<file path="src/rtl/rd_pkg.sv">
// Shared defaults and helpers for the read-side prefetch buffer.
package rd_pkg;

    localparam int unsigned DATA_W_DEF    = 8;
    localparam int unsigned PF_DEPTH_DEF  = 4;
    localparam int unsigned AE_THRESH_DEF = 1;

    // Width needed to count 0..depth inclusive.
    function automatic int unsigned level_w(input int unsigned depth);
        return $clog2(depth + 1);
    endfunction

endpackage

</file>
<file path="src/rtl/rd_prefetch_buffer_if.sv">
// Upstream FIFO read port and downstream valid/ready stream of the prefetch buffer.
interface rd_prefetch_buffer_if
    import rd_pkg::*;
#(
    parameter int unsigned DATA_W   = DATA_W_DEF,
    parameter int unsigned PF_DEPTH = PF_DEPTH_DEF
);
    localparam int unsigned LW = level_w(PF_DEPTH);

    logic              fifoEmpty;
    logic              rdEn;
    logic [DATA_W-1:0] dout;
    logic              flush;
    logic              m_valid;
    logic              m_ready;
    logic [DATA_W-1:0] m_data;
    logic [LW-1:0]     level;
    logic              m_almostEmpty;

    modport slave (
        input  fifoEmpty, dout, flush, m_ready,
        output rdEn, m_valid, m_data, level, m_almostEmpty
    );

    modport master (
        output fifoEmpty, dout, flush, m_ready,
        input  rdEn, m_valid, m_data, level, m_almostEmpty
    );

endinterface

</file>
<file path="src/rtl/rd_pf_ram.sv">
// Prefetch storage: synchronous write, asynchronous read, no reset.
module rd_pf_ram #(
    parameter int unsigned DATA_W = 8,
    parameter int unsigned DEPTH  = 4
) (
    input  logic                     clk_i,
    input  logic                     we_i,
    input  logic [$clog2(DEPTH)-1:0] waddr_i,
    input  logic [DATA_W-1:0]        wdata_i,
    input  logic [$clog2(DEPTH)-1:0] raddr_i,
    output logic [DATA_W-1:0]        rdata_o
);

    logic [DATA_W-1:0] mem [DEPTH];

    always_ff @(posedge clk_i) begin
        if (we_i) begin
            mem[waddr_i] <= wdata_i;
        end
    end

    assign rdata_o = mem[raddr_i];

endmodule

</file>
<file path="src/rtl/rd_prefetch_buffer.sv">
// Prefetches words from an upstream FIFO (one-cycle read latency) into a small
// circular buffer and presents them on a valid/ready stream.
module rd_prefetch_buffer
    import rd_pkg::*;
#(
    parameter int unsigned DATA_W    = DATA_W_DEF,
    parameter int unsigned PF_DEPTH  = PF_DEPTH_DEF,
    parameter int unsigned AE_THRESH = AE_THRESH_DEF
) (
    input logic                  rdClk,
    input logic                  rst,
    rd_prefetch_buffer_if.slave  bus
);

    localparam int unsigned LW = level_w(PF_DEPTH);
    localparam int unsigned PW = $clog2(PF_DEPTH);

    logic [LW-1:0]     level_q, level_d;
    logic [PW-1:0]     wptr_q, wptr_d;
    logic [PW-1:0]     rptr_q, rptr_d;
    logic              inflight_q, inflight_d;
    logic              pop, pop_eff, rd_en, wr_en;
    logic [LW:0]       occ;
    logic [DATA_W-1:0] ram_rdata;

    always_comb begin
        pop     = (level_q != '0) && bus.m_ready;
        pop_eff = pop && !bus.flush;
        // Words held plus the one on its way, less the one leaving this cycle.
        occ     = {1'b0, level_q} + (LW+1)'(inflight_q) - (LW+1)'(pop);
        rd_en   = !rst && !bus.flush && !bus.fifoEmpty && (occ < (LW+1)'(PF_DEPTH));
        wr_en   = inflight_q && !bus.flush && !rst;

        inflight_d = rd_en;
        wptr_d     = wptr_q;
        rptr_d     = rptr_q;
        if (wr_en) begin
            wptr_d = wptr_q + PW'(1);
        end
        if (pop_eff) begin
            rptr_d = rptr_q + PW'(1);
        end
        level_d = level_q + LW'(wr_en) - LW'(pop_eff);

        if (bus.flush) begin
            level_d    = '0;
            wptr_d     = '0;
            rptr_d     = '0;
            inflight_d = 1'b0;
        end
    end

    always_ff @(posedge rdClk) begin
        if (rst) begin
            level_q    <= '0;
            wptr_q     <= '0;
            rptr_q     <= '0;
            inflight_q <= 1'b0;
        end else begin
            level_q    <= level_d;
            wptr_q     <= wptr_d;
            rptr_q     <= rptr_d;
            inflight_q <= inflight_d;
        end
    end

    rd_pf_ram #(
        .DATA_W (DATA_W),
        .DEPTH  (PF_DEPTH)
    ) u_ram (
        .clk_i   (rdClk),
        .we_i    (wr_en),
        .waddr_i (wptr_q),
        .wdata_i (bus.dout),
        .raddr_i (rptr_q),
        .rdata_o (ram_rdata)
    );

    assign bus.rdEn          = rd_en;
    assign bus.m_valid       = (level_q != '0);
    assign bus.m_data        = ram_rdata;
    assign bus.level         = level_q;
    assign bus.m_almostEmpty = (level_q <= LW'(AE_THRESH));

endmodule

</file>
<file path="src/flat_wrapper.sv">
// flat-port wrapper written by rule: the top's interface ports become plain ports
module rd_prefetch_buffer_flat import rd_pkg::*;
#(
    parameter int unsigned DATA_W    = DATA_W_DEF,
    parameter int unsigned PF_DEPTH  = PF_DEPTH_DEF,
    parameter int unsigned AE_THRESH = AE_THRESH_DEF
)
  (rdClk, rst, bus_fifoEmpty, bus_dout, bus_flush, bus_m_ready, bus_rdEn, bus_m_valid, bus_m_data, bus_level, bus_m_almostEmpty);
  rd_prefetch_buffer_if #(.DATA_W(DATA_W), .PF_DEPTH(PF_DEPTH)) bus_i ();
  input logic rdClk;
  input logic rst;
  input wire logic [$bits(bus_i.fifoEmpty)-1:0] bus_fifoEmpty;
  input wire logic [$bits(bus_i.dout)-1:0] bus_dout;
  input wire logic [$bits(bus_i.flush)-1:0] bus_flush;
  input wire logic [$bits(bus_i.m_ready)-1:0] bus_m_ready;
  output wire logic [$bits(bus_i.rdEn)-1:0] bus_rdEn;
  output wire logic [$bits(bus_i.m_valid)-1:0] bus_m_valid;
  output wire logic [$bits(bus_i.m_data)-1:0] bus_m_data;
  output wire logic [$bits(bus_i.level)-1:0] bus_level;
  output wire logic [$bits(bus_i.m_almostEmpty)-1:0] bus_m_almostEmpty;
  assign bus_i.fifoEmpty = bus_fifoEmpty;
  assign bus_i.dout = bus_dout;
  assign bus_i.flush = bus_flush;
  assign bus_i.m_ready = bus_m_ready;
  assign bus_rdEn = bus_i.rdEn;
  assign bus_m_valid = bus_i.m_valid;
  assign bus_m_data = bus_i.m_data;
  assign bus_level = bus_i.level;
  assign bus_m_almostEmpty = bus_i.m_almostEmpty;
  rd_prefetch_buffer #(.DATA_W(DATA_W), .PF_DEPTH(PF_DEPTH), .AE_THRESH(AE_THRESH)) u_core (.rdClk(rdClk), .rst(rst), .bus(bus_i));
endmodule
</file>
<file path="config.mk">
export PLATFORM = sky130hd
export DESIGN_NAME = rd_prefetch_buffer_flat
export DESIGN_NICKNAME = d
export VERILOG_FILES = /design/src/rtl/rd_pkg.sv /design/src/rtl/rd_prefetch_buffer_if.sv /design/src/rtl/rd_pf_ram.sv /design/src/rtl/rd_prefetch_buffer.sv /design/src/flat_wrapper.sv
export SDC_FILE = /design/constraint.sdc
export NUM_CORES = 1
export LEC_CHECK = 0
export ABC_AREA = 1
export ABC_CLOCK_PERIOD_IN_PS = 2400
export BUFFER_PORTS_ARGS = -buffer_cell sky130_fd_sc_hd__buf_4
export CORE_MARGIN = 2
export CORE_UTILIZATION = 55
export DETAILED_ROUTE_END_ITERATION = 6
export MAX_ROUTING_LAYER = met4
export PLACE_DENSITY = 0.77
export SYNTH_ARGS = -nofsm -noshare
export SYNTH_HDL_FRONTEND = slang
export SYNTH_SLANG_ARGS = --single-unit
</file>
<file path="constraint.sdc">
create_clock -name rdClk -period 2.4 [get_ports rdClk]
set_clock_uncertainty 0.05 [all_clocks]
set_input_delay 0.12 -clock rdClk [delete_from_list [all_inputs] [get_ports rdClk]]
set_output_delay 0.12 -clock rdClk [all_outputs]
set_load 0.02 [all_outputs]
</file>
; Yosys cells after proc, flatten, opt, wreduce, memory -nomap -nowiden
; Memories as Yosys holds them, arrays and structs flattened. A register that Yosys moved wholly into a read port is not among the register bits.
; Cells that the tools add are included.
[word_totals]
ff_bits = 8
ram_bits = 32
wordCells = 29
n_memories = 1
[op_classes]
add_sub_neg = 6
n_mux = 4
magnitude_cmp = 2
n_reduce_logical = 12
[mem_list]
columns = memory, words, width, rd, rd_clocked_by_memory_dff, wr, line_no
row1 = u_core.u_ram.mem, 4, 8, 1, 1, 1, rd_pf_ram.sv:14  ; logic [DATA_W-1:0] mem [DEPTH];
[ops]
columns = cell, n
row1 = $logic_and A1 B1 Y1, 7
row2 = $add A2 B1 Y2 const B, 2
row3 = $add A3 B1 Y4, 1
row4 = $lt A4 B3 Y1 const B, 1
row5 = $mux W2, 2
row6 = $sub A4 B1 Y4, 1
row7 = $add A3 B1 Y3, 1
row8 = $le A3 B1 Y1 const B, 1
row9 = $logic_not A1 Y1, 3
row10 = $reduce_bool A3 Y1, 1
row11 = $sub A3 B1 Y3, 1
row12 = $mux W1, 2
row13 = $reduce_or A2 Y1, 1

; Logic depth before layout (Yosys ltp)
[depth]
depth_word = 5
ltp_mapped = 11

; Modules after synthesis
; Synthesis repeated with hierarchy kept, for this count alone.
[unflattened]
cells_unflattened = 204
area_unflattened_um2 = 1935.6
[by_module_without_submodules]
columns = module, area_per_inst_um2, cells_per_inst, seq_area_each_um2, instances
row1 = rd_pf_ram, 1387.6, 133, 960.9, 1
row2 = rd_prefetch_buffer, 548.0, 71, 160.2, 1

; Worst setup path after synthesis
; Ideal clock, no wire load.
[synth_timing]
kind = reg-to-reg
startpoint = reg u_core.level_q[1] (netlist: u_core.bus.level[1])
endpoint = reg u_core.level_q[2] (netlist: u_core.bus.level[2])
n_path_buf = 0
path_stages_with_launch = 12
period_less_slack_ps = 2050
required_time_ps = 2235
t_arrival_ps = 1885
path_slack_ps = 350
path_cell_list = dfxtp_1 -> nor2_2 -> nand2_2 -> nand3_2 -> inv_1 -> ha_1 -> inv_1 -> ha_1 -> inv_1 -> fa_1 -> xnor2_1 -> nor2_1
[synth_between]
elab_chain_len = 4
[synth_lines]
columns = item, line_no
row1 = start: declaration, rd_prefetch_buffer.sv:18  ; logic [LW-1:0] level_q, level_d;
row2 = start signal: assignment, rd_prefetch_buffer.sv:60  ; level_q <= level_d;
row3 = $reduce_bool A3 Y1, n/a
row4 = via bus_m_valid, flat_wrapper.sv:17  ; output wire logic [$bits(bus_i.m_valid)-1:0] bus_m_valid;
row5 = $logic_and A1 B1 Y1, rd_prefetch_buffer.sv:27  ; pop = (level_q != '0) && bus.m_ready;
row6 = $logic_and A1 B1 Y1, rd_prefetch_buffer.sv:28  ; pop_eff = pop && !bus.flush;
row7 = via u_core.pop_eff, rd_prefetch_buffer.sv:22  ; logic pop, pop_eff, rd_en, wr_en;
row8 = $sub A3 B1 Y3, rd_prefetch_buffer.sv:43  ; level_d = level_q + LW'(wr_en) - LW'(pop_eff);
; The timed path passes the listed nets, and every way through them passes these cells.
; A chain may end at the register's enable or synchronous reset.

; Worst setup path after layout
[layout_timing]
startpoint = reg u_core.level_q[2] (netlist: u_core.bus.level[2])
endpoint = out bus_rdEn
[layout_between]
elab_chain_len = 5
[layout_lines]
columns = item, line_no
row1 = "parallel branches: the longest is 2 deep, another holds $add A3 B1 Y4", n/a
row2 = $sub A4 B1 Y4 *, rd_prefetch_buffer.sv:30  ; occ = {1'b0, level_q} + (LW+1)'(inflight_q) - (LW+1)'(pop);
row3 = $lt A4 B3 Y1 *, rd_prefetch_buffer.sv:31  ; rd_en = !rst && !bus.flush && !bus.fifoEmpty && (occ < (LW+1)'(PF_DEPTH));
row4 = $logic_and A1 B1 Y1 *, rd_prefetch_buffer.sv:31
row5 = end: declaration, flat_wrapper.sv:16  ; output wire logic [$bits(bus_i.rdEn)-1:0] bus_rdEn;
; Mark *: on every way between the ends.

==> flow_summary.json <==
{
  "p_sw_w": 0.000239,
  "status": "finished, final reports clean",
  "tightest_slew_ps": 337,
  "syn_to_final_growth_pct": 24.5,
  "hold-worst-slack_ps": 55.2,
  "cts_buffers": 5,
  "overflow": 0,
  "gp_congestion": 0.765,
  "max_freq_mhz": 456,
  "p_sw_frac": 0.199,
  "startpoint": "u_core.bus.level[2]$_SDFF_PP0_",
  "dieArea_mm2": 0.00383,
  "clkPwrFrac": 0.293,
  "initial_core_util": 0.562,
  "antenna_cells": 0,
  "cts_tree": "yes",
  "grt_pass1_wl_um": 5080,
  "p_comb_frac": 0.051,
  "netlist_instances": 161,
  "track_usage": 0.198,
  "ys_ff_latch": 42,
  "drv_slew": 0,
  "core_area_mm2": 0.00328,
  "viasPerCell": 5.09,
  "min-delay-start": "bus_m_ready",
  "rsz0062_at_grt": "no",
  "grt_max_degree": 17,
  "fill_cells": 241,
  "antenna_found_initial": 0,
  "hp-class": "input port to flop",
  "yosys.cell_types.count": 25,
  "cap_violations": 0,
  "setup_viol": 0,
  "drive_gt1_frac": 0.254,
  "ctsHtreeMaxLevel": 2,
  "yosysSeqAreaShare": 0.630,
  "worstSetupPathType": "flop to primary output",
  "wl_um": 3360,
  "cts_buffer_depth": 2,
  "die_h_um": 61.9,
  "dr.pass1.iters": 4,
  "cts_root_buf": "clkbuf_4",
  "crit_fanout": 3,
  "num_rows": 21,
  "maxSlewHeadroom": 0.775,
  "end_kind": "primary output",
  "wl_per_cell_um": 13.2,
  "portBuffers": 26,
  "p_per_area_mw_per_mm2": 522,
  "irDropWorstVdd_mv": 0.342,
  "synth_top_cell_area_share": 0.521,
  "cp_data_required_time_ps": 2230,
  "hpwl_um": 2360,
  "clk_pin_slew_ps": 110,
  "multiInputGateArea_um2": 589,
  "clkSinkCount": 42,
  "r2r-start": "u_core.bus.level[1]$_SDFF_PP0_",
  "dr_total_vias": 1299,
  "worstSetupStartpointType": "flop",
  "die_x_um": 61.9,
  "tns_ps": 0,
  "ios": 27,
  "grt_pass1_vias": 1111,
  "seq_power_share": 0.655,
  "hold_violations": 0,
  "period_share": 0.913,
  "ff_latch_area_mm2": 0.00116,
  "fin_nets": 233,
  "power.internal_w": 0.000959,
  "synth_area_leaders": "edfxtp_1 (52%), dfxtp_1 (11%), ha_1 (7.5%)",
  "final_antenna_net_count": 0,
  "clk_latency_ps": 340,
  "drc": 0,
  "syn-cell-area_mm2": 0.00184,
  "initialDrtViolationCount": 71,
  "p_leak_nw": 0.903,
  "yosysTopAreaCell": "edfxtp_1",
  "yosys_warnings": 0,
  "critPathArrivalTime_ps": 2020,
  "syn_nets": 186,
  "layout_min_cycle_time_ps": 2190,
  "avgSynthCellArea_um2": 11.5
}
-- cells in the final DEF (no fill, tap or decap), drive strengths merged, types with 7 or more instances in the layout --
master and instances:
ha 11, dfxtp 10, clkbuf 7, o21ai 16
nor2 32, edfxtp 32, o22ai 8, nand2 14
dlygate4sd3 11, buf 31, inv 22
-- critical path, stage by stage, from the launching register on --
cell and delay, ps:
dfxtp_1 420, nor2_2 70, a21boi_1 160, ha_1 170
inv_1 40, ha_1 270, nand3b_1 110, nor3b_4 200
nor2_1 70, buf_4 150
-- power by group through the flow --
stage                      logic, W  registers (W)  clock network, W
final                     0.0000616       0.000785          0.000351
after global routing      0.0000672       0.000785          0.000393
after CTS                 0.0000614       0.000785          0.000361
after detailed placement  0.0000471       0.000801                 0
after global placement    0.0000449       0.000801                 0
after floorplan           0.0000165       0.000801                 0
-- metal layers --
metal | track usage | up-vias | part of all wire
li1 | - | 650 | -
met1 | 0.259 | 613 | 0.42
met2 | 0.292 | 30 | 0.51
met3 | 0.0683 | 6 | 0.053
met4 | 0.0638 | 0 | 0.015
met5 | - | - | 0
-- path summary, 6_finish.rpt --
| path | cells after the start | slack [ps] | endpoint |
|---|---|---|---|
| max | 9 | 210 | bus_rdEn |
| min reg2reg | 2 | 460 | u_core.wptr_q[0]$_SDFFE_PP0P_ |
| min | 3 | 60 | flop |
| max reg2reg | 11 | 410 | u_core.bus.level[2]$_SDFF_PP0_ |
-- final cells by class --
cell class | count | area share
Inverter | 22 | 0.0360
Tap cell | 46 | 0.0251
Timing Repair Buffer | 42 | 0.149
Sequential cell | 42 | 0.507
Clock inverter | 1 | 0.00218
Multi-Input combinational cell | 95 | 0.257
Clock buffer | 7 | 0.0240
-- cells by family (layout without fill, tap and decap cells) --
kind of cell,Yosys count,count (layout),share of synthesized area
buffers and inverters,24,72,0.0570
DFF,42,42,0.630
AOI/OAI and AO/OA,31,31,0.0991
adders and majority gates,12,12,0.0855
xor gates and xnor gates,1,1,0.00475
and+or+nand+nor,51,51,0.124
-- synth_stat cells --
cell type / n
a21boi_0: 1
nand2_1: 12
nor2_1: 30
inv_1: 19
nand3_2: 1
dfxtp_1: 10
xnor2_1: 1
o21ai_2: 3
o21ai_0: 12
edfxtp_1: 32
nand3b_1: 1
inv_2: 3
a21oi_1: 5
o21ai_1: 1
ha_1: 11
nor3b_1: 1
nor2_2: 1
fa_1: 1
o22ai_1: 8
a22o_1: 1
nand4_1: 1
buf_6: 2
nand2_2: 2
nor3_2: 1
nor2_4: 1
-- state kept, by name, indices dropped and copies added (netlist names), named ones only --
register and count:
u_core.u_ram.mem 32, u_core.rptr_q 2, u_core.inflight_q 1, u_core.wptr_q 2, u_core.bus.level 3
-- timing repair --
action,in CTS,in global routing
cloned,0,0
hold endpoints to repair,35,0
endpoints found under the setup margin,1,1
hold buffers,11,0
gates resized for setup,1,4
setup buffers,0,0
-- through the flow --
step	total power, W	worst slack [ps]	std cells	util	area, um^2
after detailed placement	0.000848	387	236	0.643	2110
after global placement	0.000846	477	236	0.643	2110
final	0.00120	208	255	0.699	2300
after floorplan	0.000818	350	161	-	1840
after CTS	0.00121	38.8	255	0.695	2280
after global routing	0.00125	38.7	255	0.699	2300
(Power assumes the default switching activity.)
